$ cat src/rtl/dispatch_ctrl.sv
// In-order dispatch controller: 2-entry skid buffer steering renamed entries to the ALU or LS issue queue.
// Optional macro DISPATCH_BYPASS_EN lets an arriving entry dispatch in its arrival cycle when the buffer is empty.
module dispatch_ctrl #(
  parameter int ENTRY_SIZE = 192,
  parameter int BUF_DEPTH  = 2
) (
  input  logic                  CLK,
  input  logic                  RESET,
  input  logic                  FREEZE,
  input  logic                  mispredict,
  input  logic                  flush_fCOM,
  input  logic                  in_valid,
  input  logic [ENTRY_SIZE-1:0] in_entry,
  output logic                  in_ready,
  input  logic                  full_alu,
  input  logic                  full_ls,
  output logic                  do_write_alu,
  output logic                  do_write_ls,
  output logic [ENTRY_SIZE-1:0] write_data,
  output logic                  do_clear_2BB,
  output logic [5:0]            clear_index_2BB,
  output logic [31:0]           dispatch_count
);

  localparam int DEST_HI = 179;
  localparam int DEST_LO = 174;
  localparam int WB_BIT  = 140;
  localparam int LD_BIT  = 133;
  localparam int ST_BIT  = 135;
  localparam logic [ENTRY_SIZE-1:0] FORCE_MASK = {1'b1, {(ENTRY_SIZE-1){1'b0}}};

  typedef enum logic [1:0] {
    EMPTY = 2'd0,
    ONE   = 2'd1,
    TWO   = 2'd2
  } count_e;

  count_e                count_q, count_d;
  logic                  head_q, head_d;
  logic                  tail_q, tail_d;
  logic [ENTRY_SIZE-1:0] buf_q [BUF_DEPTH];
  logic [ENTRY_SIZE-1:0] buf_d [BUF_DEPTH];
  logic [31:0]           disp_cnt_q, disp_cnt_d;

  logic                  flush_s;
  logic                  in_ready_s;
  logic                  accept_s;
  logic [ENTRY_SIZE-1:0] cand_s;
  logic                  cand_valid_s;
  logic                  from_buf_s;
  logic                  is_mem_s;
  logic                  tgt_full_s;
  logic                  dispatch_s;
  logic                  buf_disp_s;
  logic                  store_s;

  // Flush, acceptance and candidate selection.
  always_comb begin
    flush_s      = mispredict | flush_fCOM;
    in_ready_s   = (count_q != TWO) && !FREEZE;
    accept_s     = in_valid && in_ready_s && !flush_s;
    cand_s       = '0;
    cand_valid_s = 1'b0;
    from_buf_s   = 1'b0;
    if (count_q != EMPTY) begin
      cand_s       = buf_q[head_q];
      cand_valid_s = 1'b1;
      from_buf_s   = 1'b1;
    end else begin
`ifdef DISPATCH_BYPASS_EN
      cand_s       = in_entry;
      cand_valid_s = in_valid;
`else
      cand_s       = '0;
      cand_valid_s = 1'b0;
`endif
    end
  end

  // Routing and the dispatch decision; nothing issues while reset is held.
  always_comb begin
    is_mem_s   = cand_s[LD_BIT] | cand_s[ST_BIT];
    tgt_full_s = is_mem_s ? full_ls : full_alu;
    dispatch_s = cand_valid_s && !tgt_full_s && !FREEZE && !flush_s && RESET;
    buf_disp_s = dispatch_s && from_buf_s;
    // A bypassed entry leaves in its arrival cycle and is never written to the buffer.
    store_s    = accept_s && !(dispatch_s && !from_buf_s);
  end

  // Issue-queue write strobes, payload and busy-bit clear.
  always_comb begin
    do_write_alu    = 1'b0;
    do_write_ls     = 1'b0;
    write_data      = '0;
    do_clear_2BB    = 1'b0;
    clear_index_2BB = 6'd0;
    if (dispatch_s) begin
      do_write_alu = !is_mem_s;
      do_write_ls  = is_mem_s;
      write_data   = cand_s | FORCE_MASK;
      do_clear_2BB = cand_s[WB_BIT];
      if (cand_s[WB_BIT]) begin
        clear_index_2BB = cand_s[DEST_HI:DEST_LO];
      end else begin
        clear_index_2BB = 6'd0;
      end
    end else begin
      do_write_alu = 1'b0;
      do_write_ls  = 1'b0;
    end
  end

  // Buffer, pointer, occupancy and dispatch-counter next state.
  always_comb begin
    count_d    = count_q;
    head_d     = head_q;
    tail_d     = tail_q;
    buf_d      = buf_q;
    disp_cnt_d = disp_cnt_q;
    if (flush_s) begin
      count_d = EMPTY;
      head_d  = 1'b0;
      tail_d  = 1'b0;
    end else begin
      if (store_s) begin
        buf_d[tail_q] = in_entry;
        tail_d        = tail_q + 1'b1;
      end else begin
        tail_d = tail_q;
      end
      if (buf_disp_s) begin
        head_d = head_q + 1'b1;
      end else begin
        head_d = head_q;
      end
      case ({store_s, buf_disp_s})
        2'b10:   count_d = count_e'(count_q + 2'd1);
        2'b01:   count_d = count_e'(count_q - 2'd1);
        default: count_d = count_q;
      endcase
    end
    if (dispatch_s) begin
      disp_cnt_d = disp_cnt_q + 32'd1;
    end else begin
      disp_cnt_d = disp_cnt_q;
    end
  end

  // State registers.
  always_ff @(posedge CLK or negedge RESET) begin
    if (!RESET) begin
      count_q    <= EMPTY;
      head_q     <= 1'b0;
      tail_q     <= 1'b0;
      disp_cnt_q <= 32'd0;
      for (int i = 0; i < BUF_DEPTH; i++) begin
        buf_q[i] <= '0;
      end
    end else begin
      count_q    <= count_d;
      head_q     <= head_d;
      tail_q     <= tail_d;
      disp_cnt_q <= disp_cnt_d;
      for (int i = 0; i < BUF_DEPTH; i++) begin
        buf_q[i] <= buf_d[i];
      end
    end
  end

  assign in_ready       = in_ready_s;
  assign dispatch_count = disp_cnt_q;

endmodule

$ cat config.mk
export PLATFORM = sky130hd
export DESIGN_NAME = dispatch_ctrl
export DESIGN_NICKNAME = d
export VERILOG_FILES = /design/src/rtl/dispatch_ctrl.sv
export SDC_FILE = /design/constraint.sdc
export NUM_CORES = 1
export LEC_CHECK = 0
export CORE_ASPECT_RATIO = 1.75
export CORE_MARGIN = 2
export CORE_UTILIZATION = 46
export DETAILED_ROUTE_END_ITERATION = 16
export GPL_TIMING_DRIVEN = 0
export PLACE_DENSITY = 0.82
export SLEW_MARGIN = 25
export SYNTH_ARGS = -nofsm -noshare
export SYNTH_HDL_FRONTEND = slang
export SYNTH_SLANG_ARGS = --single-unit
$ cat constraint.sdc
create_clock -name CLK -period 2.3 [get_ports CLK]
set_input_delay 0.46 -clock CLK [delete_from_list [all_inputs] [get_ports CLK]]
set_output_delay 0.46 -clock CLK [all_outputs]
set_load 0.005 [all_outputs]
* Yosys cells after proc, flatten, opt, wreduce, memory -nomap -nowiden *
Cells that the tools add are included.

storage, ports and cells
  output and inout bits = 234
  word-level logic and storage cells = 65
  register bits = 420
  bits of input ports = 200

operators by class
  bitwise gates (word level) = 5
  $lt $le $gt $ge = 3
  $add $sub $neg = 5
  reduce and logical (&&, ||, !) cells = 22
  muxes and demuxes = 21
  equality and inequality tests = 3

operators by type and width
  kind                                                         count
  2-to-1 mux 191 bit                                           4
  bitwise mux 384 bit                                          1
  2-to-1 mux 192 bit                                           2
  demux 192 bit (select 1 bit)                                 1
  adder 32 x 1 -> 32 bit (second input constant)               1
  2-to-1 mux 6 bit                                             2
  logical AND 1 bit                                            11
  2-to-1 mux 1 bit                                             9
  logical NOT 1 bit                                            6
  nonzero test 2 bit                                           3
  >= comparator 2 bit (second input constant)                  2
  NOT 1 -> 2 bit                                               2
  case mux 2 bit (2 select lines)                              1
  nonzero test 3 bit                                           1
  adder 1 bit (second input constant)                          2
  adder 2 x 1 -> 2 bit (second input constant)                 1
  == test 2 x 1 -> 1 bit (second input constant)               1
  == test 2 bit (second input constant)                        1
  less-than comparator 2 x 1 -> 1 bit (second input constant)  1
  2-to-1 mux 2 bit                                             1
  != test 2 bit (second input constant)                        1
  bitwise OR 1 bit                                             2
  AND reduction 2 bit                                          1
  subtractor 2 x 1 -> 2 bit (second input constant)            1
  NOT 1 bit                                                    1

* Depth between registers and ports, before layout *
Gate-level depths: netlist (run 1).

  depth in word-level cells = 18
  gate-level depth with buffers = 7
  gate-level depth less buffers = 6

* Least setup slack after synthesis (run 1) *
No wires, ideal clock.

  path type = input port to output port
  start = input port full_alu
  end = output port write_data[140]
  path buffers = 3
  data required time = 1.840 ns
  cell stages on the path = 7
  setup slack = 0.022 ns
  arrival time = 1.818 ns
  cell sequence = or3b_1 > a21o_1 > nand3_1 > buf_2 > buf_1 > nor2_1 > buf_4

between the ends
  cells in the longest elaborated chain, start to end = 7

RTL lines
  item                            RTL line  text
  from (decl)                     15        input logic full_alu,
  2-to-1 mux 1 bit                83        tgt_full_s = is_mem_s ? full_ls : full_alu;
  logical NOT 1 bit               84        dispatch_s = cand_valid_s && !tgt_full_s && !FREEZE && !flush_s && RESET;
  logical AND 1 bit (4 in a row)  84
  2-to-1 mux 192 bit              97        if (dispatch_s) begin
  to (decl)                       19        output logic [ENTRY_SIZE-1:0] write_data,

No other way between the ends.

* Worst setup path in the final report (run 1) *
  start = input port full_alu
  end = output port write_data[53]

Same word-level chain as after synthesis.

==> impl_metrics.ini, run 1 <==
[timing]
setup_viol = 353
timing.final.crit_share = 1.32
pin_slew_with_the_least_headroom_to_its_limit_ns = 0.860
hold_viol = 0
max_slew_margin = 0.426
final_period_minus_worst_setup_slack_ns = 3.04
fin_hold_ws_ns = 0.271
final.setup.tns_ns = -125.69
finalClockSkew_ns = 0.0165
setup_repair_after_global_routing_missed_its_margin = true
fmaxAchievable_ghz = 0.329
final_count_of_pins_violating_max_slew = 0
timing.final.ws_setup_ns = -0.737

[yosys]
dominantRegCellSynth = dfrtp_1
synth_commonest_cells = 418 x dfrtp_1, 342 x mux2_2, 214 x nor2_1
avgSynthCellArea_sq_um = 13.2
synth_area_sq_um = 18800
yosys_warnings = 0
synth-seq-cells = 418
netlist_instances = 1429
proportion_of_synthesized_chip_area_in_sequential_cells = 0.555
postSynthNetCount = 1630
most_frequent_cell_after_synthesis = dfrtp_1
edff_count_synth = 0
post-synth-top-area-cell = dfrtp_1
number_of_distinct_library_cell_variants_in_the_gate_level_netlist_after_synthesis = 42
post_synth_main_area_contributors = dfrtp_1 56%, mux2_2 20%, mux2i_1 10%
asyncSetResetFlopFracSynth = 1.00
yosys.area.top_type_share = 0.555

[route]
dr_total_vias = 13300
vias_per_cell = 5.21
dr.pass1.iters = 4
wl_per_cell_microns = 21.2
drt-total-wl_microns = 54400
drc = 0
drt_iter0_markers = 431
number_of_nets_with_antenna_violations_after_routing = 0

[final_layout]
register_area_sq_um = 10500
post_synthesis_to_final_layout_area_growth_pct = 40.2
drive_above_1_share = 0.369
final_cells = 2558
final_nets = 2171
multiInputGateArea_sq_um = 8250
fillCellCount = 2975
fin_util = 0.651

[critical_path]
worstPathRequired_ns = 1.84
criticalPathCategory = input port to output port
critical_path.max_fanout = 6
worst_setup_path_start_kind = input port
setup.worst_path.end_class = output port
reg2reg_depth = 6
critical_path_at_ns = 2.58

[global_route]
grt_antenna_before_repair = 18
grt_use_total = 0.247
pin_count_of_the_biggest_net_entering_global_routing = 97
number_of_global_route_vias_before_repair = 14800
grt-ovfl-total = 0
grt_pass1_wl_microns = 81700

[placed_design]
place.gp.congestion = 0.855
place.detailed.hpwl_microns = 38500
port-buffer-count = 432
placed_insts = 2415
pre_cts_slack_ns = -1.60

[clock_network]
cts-root-to-sink-buffers = 3
cts_tree = built
clock_sink_count = 418
clkSlewWorstSetupHoldPaths_ns = 0.06
cts_root_buffer = clkbuf_16
worstSkewPairLatency_ns = 0.54
htree_levels = 2
cts-buffers-inserted = 40

[power]
p_leak_nw = 12.6
p_per_area_nw_per_um2 = 690
irDropWorstVdd_v = 0.000655

[floorplan]
dieHeight_microns = 272
effective_utilization_at_floorplan = 0.464
io_pins = 434
row_count = 98
design.core.area_sq_um = 40600
floorplan.die.width_microns = 157
fp.dieArea_sq_um = 42700

[min_path]
hold_depth = 2
hold_path.class = input port to flip-flop

[outcome]
violations = negative setup slack
status = finished, violations left

[job]
timing.max_cap.violations = 0
stage by stage:
| step | total power (W) | instance area, sq um |
|---|---|---|
| floorplan | 0.0105 | 18800 |
| global route | 0.0190 | 26400 |
| finish | 0.0182 | 26400 |
| detailed placement | 0.0116 | 24000 |
| global placement | 0.0114 | 23900 |
| CTS | 0.0183 | 25800 |
flip-flops by register name (all words and copies together) (netlist names):
register / count
head_q: 1
dispatch_count: 32
buf_q: 382
tail_q: 1
count_q: 2
layout make-up:
cell class | instances | share of cell area
Buffer | 90 | 0.0290
Inverter | 8 | 0.00123
Antenna cell | 15 | 0.00142
Sequential cell | 418 | 0.396
Timing Repair Buffer | 500 | 0.186
Tap cell | 550 | 0.0260
Clock inverter | 9 | 0.00563
Clock buffer | 56 | 0.0428
Multi-Input combinational cell | 912 | 0.312
power by group:
group / internal (W) / total, W / switching, W / leakage, nW
Sequential: 0.00849 / 0.00910 / 0.000608 / 5.37
Clock: 0.00386 / 0.00661 / 0.00275 / 0.629
Combinational: 0.00150 / 0.00252 / 0.00102 / 6.60
worst max-delay path, cell delays in order:
cell and delay (ns):
clkdlybuf4s50_1 0.53, or3b_1 0.38, a21o_1 0.21, nand3_4 0.09, buf_4 0.12, buf_6 0.11, buf_12 0.14, buf_12 0.13
buf_12 0.12, buf_8 0.12, nor2_4 0.03, buf_2 0.13
logic make-up after synthesis:
kind of cell / after synthesis / synth area share
XOR/XNOR: 34 / 0.0158
AO/OA/AOI/OAI: 15 / 0.00518
adder cells (fa/ha/maj): 1 / 0.000664
buffers and inverters: 99 / 0.0254
flip-flops: 418 / 0.555
multiplexers: 574 / 0.330
AND/OR/NAND/NOR: 288 / 0.0677
path summary, 6_finish.rpt:
kind | startpoint | end | slack (ns)
max | full_alu | write_data[53] | -0.74
max in group asynchronous | RESET | buf_q[202] | 0.35
max reg2reg | count_q[1] | buf_q[48] | -0.16
min in group asynchronous | RESET | buf_q[347] | 0.62
min reg2reg | dispatch_count[31] | dispatch_count[31] | 0.48
min | mispredict | count_q[0] | 0.27
metal layers:
metal / part of all wire / track usage
met1: 0.34 / 0.249
met2: 0.56 / 0.467
met3: 0.052 / 0.0533
met4: 0.050 / 0.129
met5: 0.00053 / 0
placed cells by master, fill, tap and decap left out, types with 7 or more instances in the layout:
cell type / n
buf_2: 80
buf_4: 37
dlymetal6s2s_1: 54
clkdlybuf4s50_1: 265
dfrtp_1: 416
mux2i_1: 190
mux2_2: 342
xnor2_1: 13
nor2_1: 148
inv_1: 7
clkbuf_2: 44
diode_2: 15
buf_6: 41
dlygate4sd2_1: 8
xor2_1: 21
nor2_2: 37
clkbuf_16: 46
nand3_1: 12
clkbuf_4: 18
buf_8: 10
nand2_1: 16
nor3_1: 15
mux2_1: 41
buf_12: 14
clkbuf_1: 12
nor2_4: 30
what timing repair did:
action,4_1_cts,5_1_grt
endpoints found under the hold margin,63,0
hold buffers,3,0
resized for setup,292,386
buffers inserted,21,35
gates cloned,2,4
setup endpoints to repair,402,582
pin swaps,14,21
No activity file was read; power rests on OpenSTA's default activity.
==> run 2: changes to the inputs <==
Settings changed: RECOVER_POWER from default to 25.
==> impl_metrics.ini, run 2 (same netlist as run 1, synthesis figures left out) <==
[route]
wl_per_cell_microns = 21.2
drt_iter0_markers = 455
highest_layer = met5
drc = 0
vias_per_cell = 5.21
drt-total-wl_microns = 54300
wl_met2_microns = 30600
number_of_nets_with_antenna_violations_after_routing = 0
dr.pass1.iters = 5
detailroute.wirelength.met3_microns = 2900
met1Wirelength_microns = 18300
dr_total_vias = 13300

[global_route]
number_of_global_route_vias_before_repair = 14800
grt-ovfl-total = 0
grt_use_total = 0.247
grt_antenna_before_repair = 18
pin_count_of_the_biggest_net_entering_global_routing = 97
grt_pass1_wl_microns = 81700

[clock_network]
htree_levels = 2
clock_sink_count = 418
cts-root-to-sink-buffers = 3
cts_root_buffer = clkbuf_16
worstSkewPairLatency_ns = 0.53
clkSlewWorstSetupHoldPaths_ns = 0.06
cts-buffers-inserted = 40
cts_tree = built

[floorplan]
row_count = 98
io_pins = 434
floorplan.die.width_microns = 157
design.core.area_sq_um = 40600
fp.dieArea_sq_um = 42700
effective_utilization_at_floorplan = 0.464
dieHeight_microns = 272

[final_layout]
stdcell_area_sq_um = 26400
final_nets = 2171
layout_common_cells = 416 x dfrtp_1, 342 x mux2_2, 265 x clkdlybuf4s50_1
final_cells = 2558
layout_commonest_cell = dfrtp_1
drive_above_1_share = 0.368
post_synthesis_to_final_layout_area_growth_pct = 39.9
largest_reg_flops = 382
regMostFlops = buf_q
fillCellCount = 2982

[placed_design]
place.detailed.hpwl_microns = 38500
pre_cts_slack_ns = -1.60
detailed_place.area_sq_um = 24000
port-buffer-count = 432
placed_insts = 2415
place.gp.congestion = 0.855

[critical_path]
critical_path.max_fanout = 6
critical_path_at_ns = 2.58
setup.worst_path.start = full_alu
timing.rr.end = buf_q[48]
r2r-start = count_q[1]
criticalPathCategory = input port to output port
rrSetupSlack_ns = -0.16
worst_setup_path_start_kind = input port
setup.worst_path.end_class = output port
reg2reg_depth = 6
worstPathRequired_ns = 1.84

[power]
p_per_area_nw_per_um2 = 691
p_leak_nw = 12.6
irDropWorstVdd_v = 0.000657

[outcome]
status = finished, violations left
violations = negative setup slack

[min_path]
hold_path.class = input port to flip-flop
hold_depth = 2
timing.hold.worst.start = mispredict
whs_endpoint = count_q[0]

[timing]
finalClockSkew_ns = 0.0139
timing.final.ws_setup_ns = -0.737
setup_viol = 442
pin_slew_with_the_least_headroom_to_its_limit_ns = 1.24
final_count_of_pins_violating_max_slew = 0
setup_repair_after_global_routing_missed_its_margin = true
final_period_minus_worst_setup_slack_ns = 3.04
timing.final.crit_share = 1.32
fmaxAchievable_ghz = 0.329
hold_viol = 0
max_slew_margin = 0.171

[job]
timing.max_cap.violations = 0
==> run 2: through the flow <==
stage / setup TNS, ns / hold slack (ns) / total power (W) / utilization
after floorplan: 0 / 0.164 / 0.0105 / -
after global placement: - / 0.459 / 0.0114 / 0.588
after detailed placement: -487.39 / 0.446 / 0.0116 / 0.591
after CTS: -161.20 / 0.480 / 0.0183 / 0.635
after global routing: -263.85 / 0.273 / 0.0190 / 0.650
final: -157.35 / 0.271 / 0.0182 / 0.650
==> run 2: report_power, final <==
group / total [W] / leakage (nW) / internal [W] / switching (W)
logic: 0.00251 / 6.58 / 0.00149 / 0.00102
clock network: 0.00661 / 0.629 / 0.00386 / 0.00274
registers: 0.00910 / 5.37 / 0.00849 / 0.000608
==> run 2: worst max-delay path by stage <==
stage	slack [ns]	depth (start not counted)	end
floorplan	0.02	7	write_data[140]
global placement	-16.81	1	buf_q[236]
detailed placement	-1.60	8	write_data[1]
CTS	-0.73	7	write_data[25]
global route	-0.81	11	write_data[50]
finish	-0.74	12	write_data[53]
==> run 2: timing repair <==
item,4_1_cts,5_1_grt
gates resized for setup,292,386
hold endpoints to repair,63,0
setup buffers,21,35
cloned,2,4
hold buffers,3,0
pin swaps,14,21
endpoints found under the setup margin,402,582
==> run 2: layout make-up <==
class	count	area [sq um]	share of cell area
Sequential cell	418	10500	0.397
Multi-Input combinational cell	912	8250	0.313
Timing Repair Buffer	500	4860	0.184
Clock buffer	56	1130	0.0429
Buffer	90	766	0.0290
Tap cell	550	688	0.0261
Clock inverter	9	149	0.00565
Antenna cell	15	37.5	0.00142
Inverter	8	32.5	0.00123
==> run 2: critical path, cell delays in order <==
cell             delay (ns)
clkdlybuf4s50_1        0.53
or3b_1                 0.38
a21o_1                 0.21
nand3_4                0.09
buf_4                  0.12
buf_6                  0.11
buf_12                 0.14
buf_12                 0.13
buf_12                 0.12
buf_8                  0.12
nor2_4                 0.03
buf_2                  0.13
==> run 2: routing by layer <==
layer,global-route usage,vias up
li1,-,6054
met1,0.249,6745
met2,0.467,382
met3,0.0533,133
met4,0.129,6
met5,0,-
==> run 3: changes to the inputs <==
Settings changed: CORE_MARGIN 2 to default.
==> impl_metrics.ini, run 3 (same netlist as run 1, synthesis figures left out) <==
[outcome]
status = finished, violations left
violations = max-capacitance violations, max-slew violations, negative setup slack

[final_layout]
final_cells = 2627
largest_reg_flops = 382
layout_common_cells = 418 x dfrtp_1, 342 x mux2_2, 229 x clkdlybuf4s50_1
final_nets = 2242
fin_util = 0.678
drive_above_1_share = 0.462
stdcell_area_sq_um = 27200
post_synthesis_to_final_layout_area_growth_pct = 44.5
regMostFlops = buf_q
layout_commonest_cell = dfrtp_1

[route]
wl_per_cell_microns = 21.9
dr.pass1.iters = 4
drt_iter0_markers = 546
dr_total_vias = 13900
drc = 0
number_of_nets_with_antenna_violations_after_routing = 0
vias_per_cell = 5.31
drt-total-wl_microns = 57500

[critical_path]
rrSetupSlack_ns = 0.02
r2r-start = count_q[1]
critical_path.slowest_cell = dfrtp_1
reg2reg_depth = 8
worst_path_most_repeated_cell = buf_12
timing.rr.end = buf_q[283]
worstPathCellList = o21a_1, o21ai_2, nand3_4, buf_8, buf_12, buf_12, buf_12, buf_8, buf_12, buf_8, nor2_4, buf_2
critical_path.max_fanout = 8
worstPathRequired_ns = 1.84
critPathMaxStageDelay_ns = 0.43
critical_path_at_ns = 2.61
setup.worst_path.end_class = output port
criticalPathCategory = flip-flop to output port
worst_setup_path_start_kind = flip-flop

[floorplan]
effective_utilization_at_floorplan = 0.469
io_pins = 434
row_count = 97
floorplan.die.width_microns = 155
fp.dieArea_sq_um = 41800
design.core.area_sq_um = 40200
dieHeight_microns = 270

[global_route]
grt_antenna_before_repair = 16
grt_use_total = 0.267
pin_count_of_the_biggest_net_entering_global_routing = 101
grt-ovfl-total = 0
grt_pass1_wl_microns = 85400
number_of_global_route_vias_before_repair = 15200

[clock_network]
worstSkewPairLatency_ns = 0.54
clkSlewWorstSetupHoldPaths_ns = 0.07
htree_levels = 2
cts-buffers-inserted = 39
clock_sink_count = 418
cts_root_buffer = clkbuf_16
cts_tree = built
cts-root-to-sink-buffers = 3

[power]
report.power.total_w = 0.0182
p_per_area_nw_per_um2 = 668
irDropWorstVdd_v = 0.000681
p_leak_nw = 12.4

[min_path]
hold_depth = 1
timing.hold.worst.start = buf_q[263]
hold_path.class = flip-flop to flip-flop
whs_endpoint = buf_q[263]

[placed_design]
place.detailed.hpwl_microns = 37600
place.gp.congestion = 0.853
port-buffer-count = 432
placed_insts = 2409
detailed_place.area_sq_um = 24000

[timing]
finalClockSkew_ns = 0.0150
hold_viol = 0
timing.final.crit_share = 1.34
fmaxAchievable_ghz = 0.325
timing.final.ws_setup_ns = -0.775
setup_repair_after_global_routing_missed_its_margin = true
max_slew_margin = -0.330
final_count_of_pins_violating_max_slew = 44
final_period_minus_worst_setup_slack_ns = 3.07
pin_slew_with_the_least_headroom_to_its_limit_ns = 2.00
setup_viol = 201

[job]
timing.max_cap.violations = 1
-- run 3: area by class of cell --
type | count | area (sq um)
repair buffers | 574 | 5400
multi-input cells | 912 | 8610
inverters | 8 | 32.5
fillers | 2811 | 12900
clock buffers | 60 | 1190
plain buffers | 88 | 768
well taps | 544 | 681
clock inverters | 5 | 56.3
flip-flops and latches | 418 | 10500
diodes | 18 | 45.0
-- run 3: how the worst max path moves through the flow --
stage | start | end | slack (ns) | depth (start not counted)
after global routing | buf_q[135] | write_data[72] | -0.87 | 12
after floorplan | full_alu | write_data[140] | 0.02 | 7
after CTS | buf_q[325] | write_data[9] | -0.80 | 10
final | buf_q[135] | write_data[67] | -0.77 | 12
after global placement | RESET | buf_q[234] | -16.72 | 1
after detailed placement | RESET | clear_index_2BB[2] | -1.63 | 9
-- run 3: layer usage --
| metal | global-route usage | wire length, microns | up-vias |
|---|---|---|---|
| li1 | - | - | 6191 |
| met1 | 0.264 | 19200 | 7110 |
| met2 | 0.499 | 31600 | 457 |
| met3 | 0.0517 | 2980 | 183 |
| met4 | 0.173 | 3740 | 0 |
| met5 | 0 | 0 | - |
-- run 3: worst max-delay path, delay by kind of cell, from the launching register on --
family          cells  cell delay [ns]
compound gates      2             0.45
buf+inv             8             0.98
flops               1             0.43
simple gates        2             0.20
-- run 3: metrics by stage --
stage | setup TNS (ns) | hold WS, ns | setup WS [ns]
after global routing | -161.27 | 0.500 | -0.867
final | -122.69 | 0.485 | -0.775
after detailed placement | -517.27 | 0.440 | -1.63
after global placement | - | 0.457 | -16.72
after CTS | -156.09 | 0.0135 | -0.799
after floorplan | 0 | 0.164 | 0.0221
-- run 3: power breakdown --
part | total [W] | leakage (nW) | internal (W) | switching (W)
clock | 0.00641 | 0.608 | 0.00366 | 0.00276
sequential | 0.00911 | 5.37 | 0.00849 | 0.000626
combinational | 0.00266 | 6.44 | 0.00151 | 0.00115
-- run 3: repair_timing --
action	CTS	global route
setup buffers	79	40
hold buffers	7	0
pin swaps	43	58
gates cloned	12	5
endpoints found under the setup margin	422	582
gates resized for setup	773	394
hold endpoints to repair	69	0
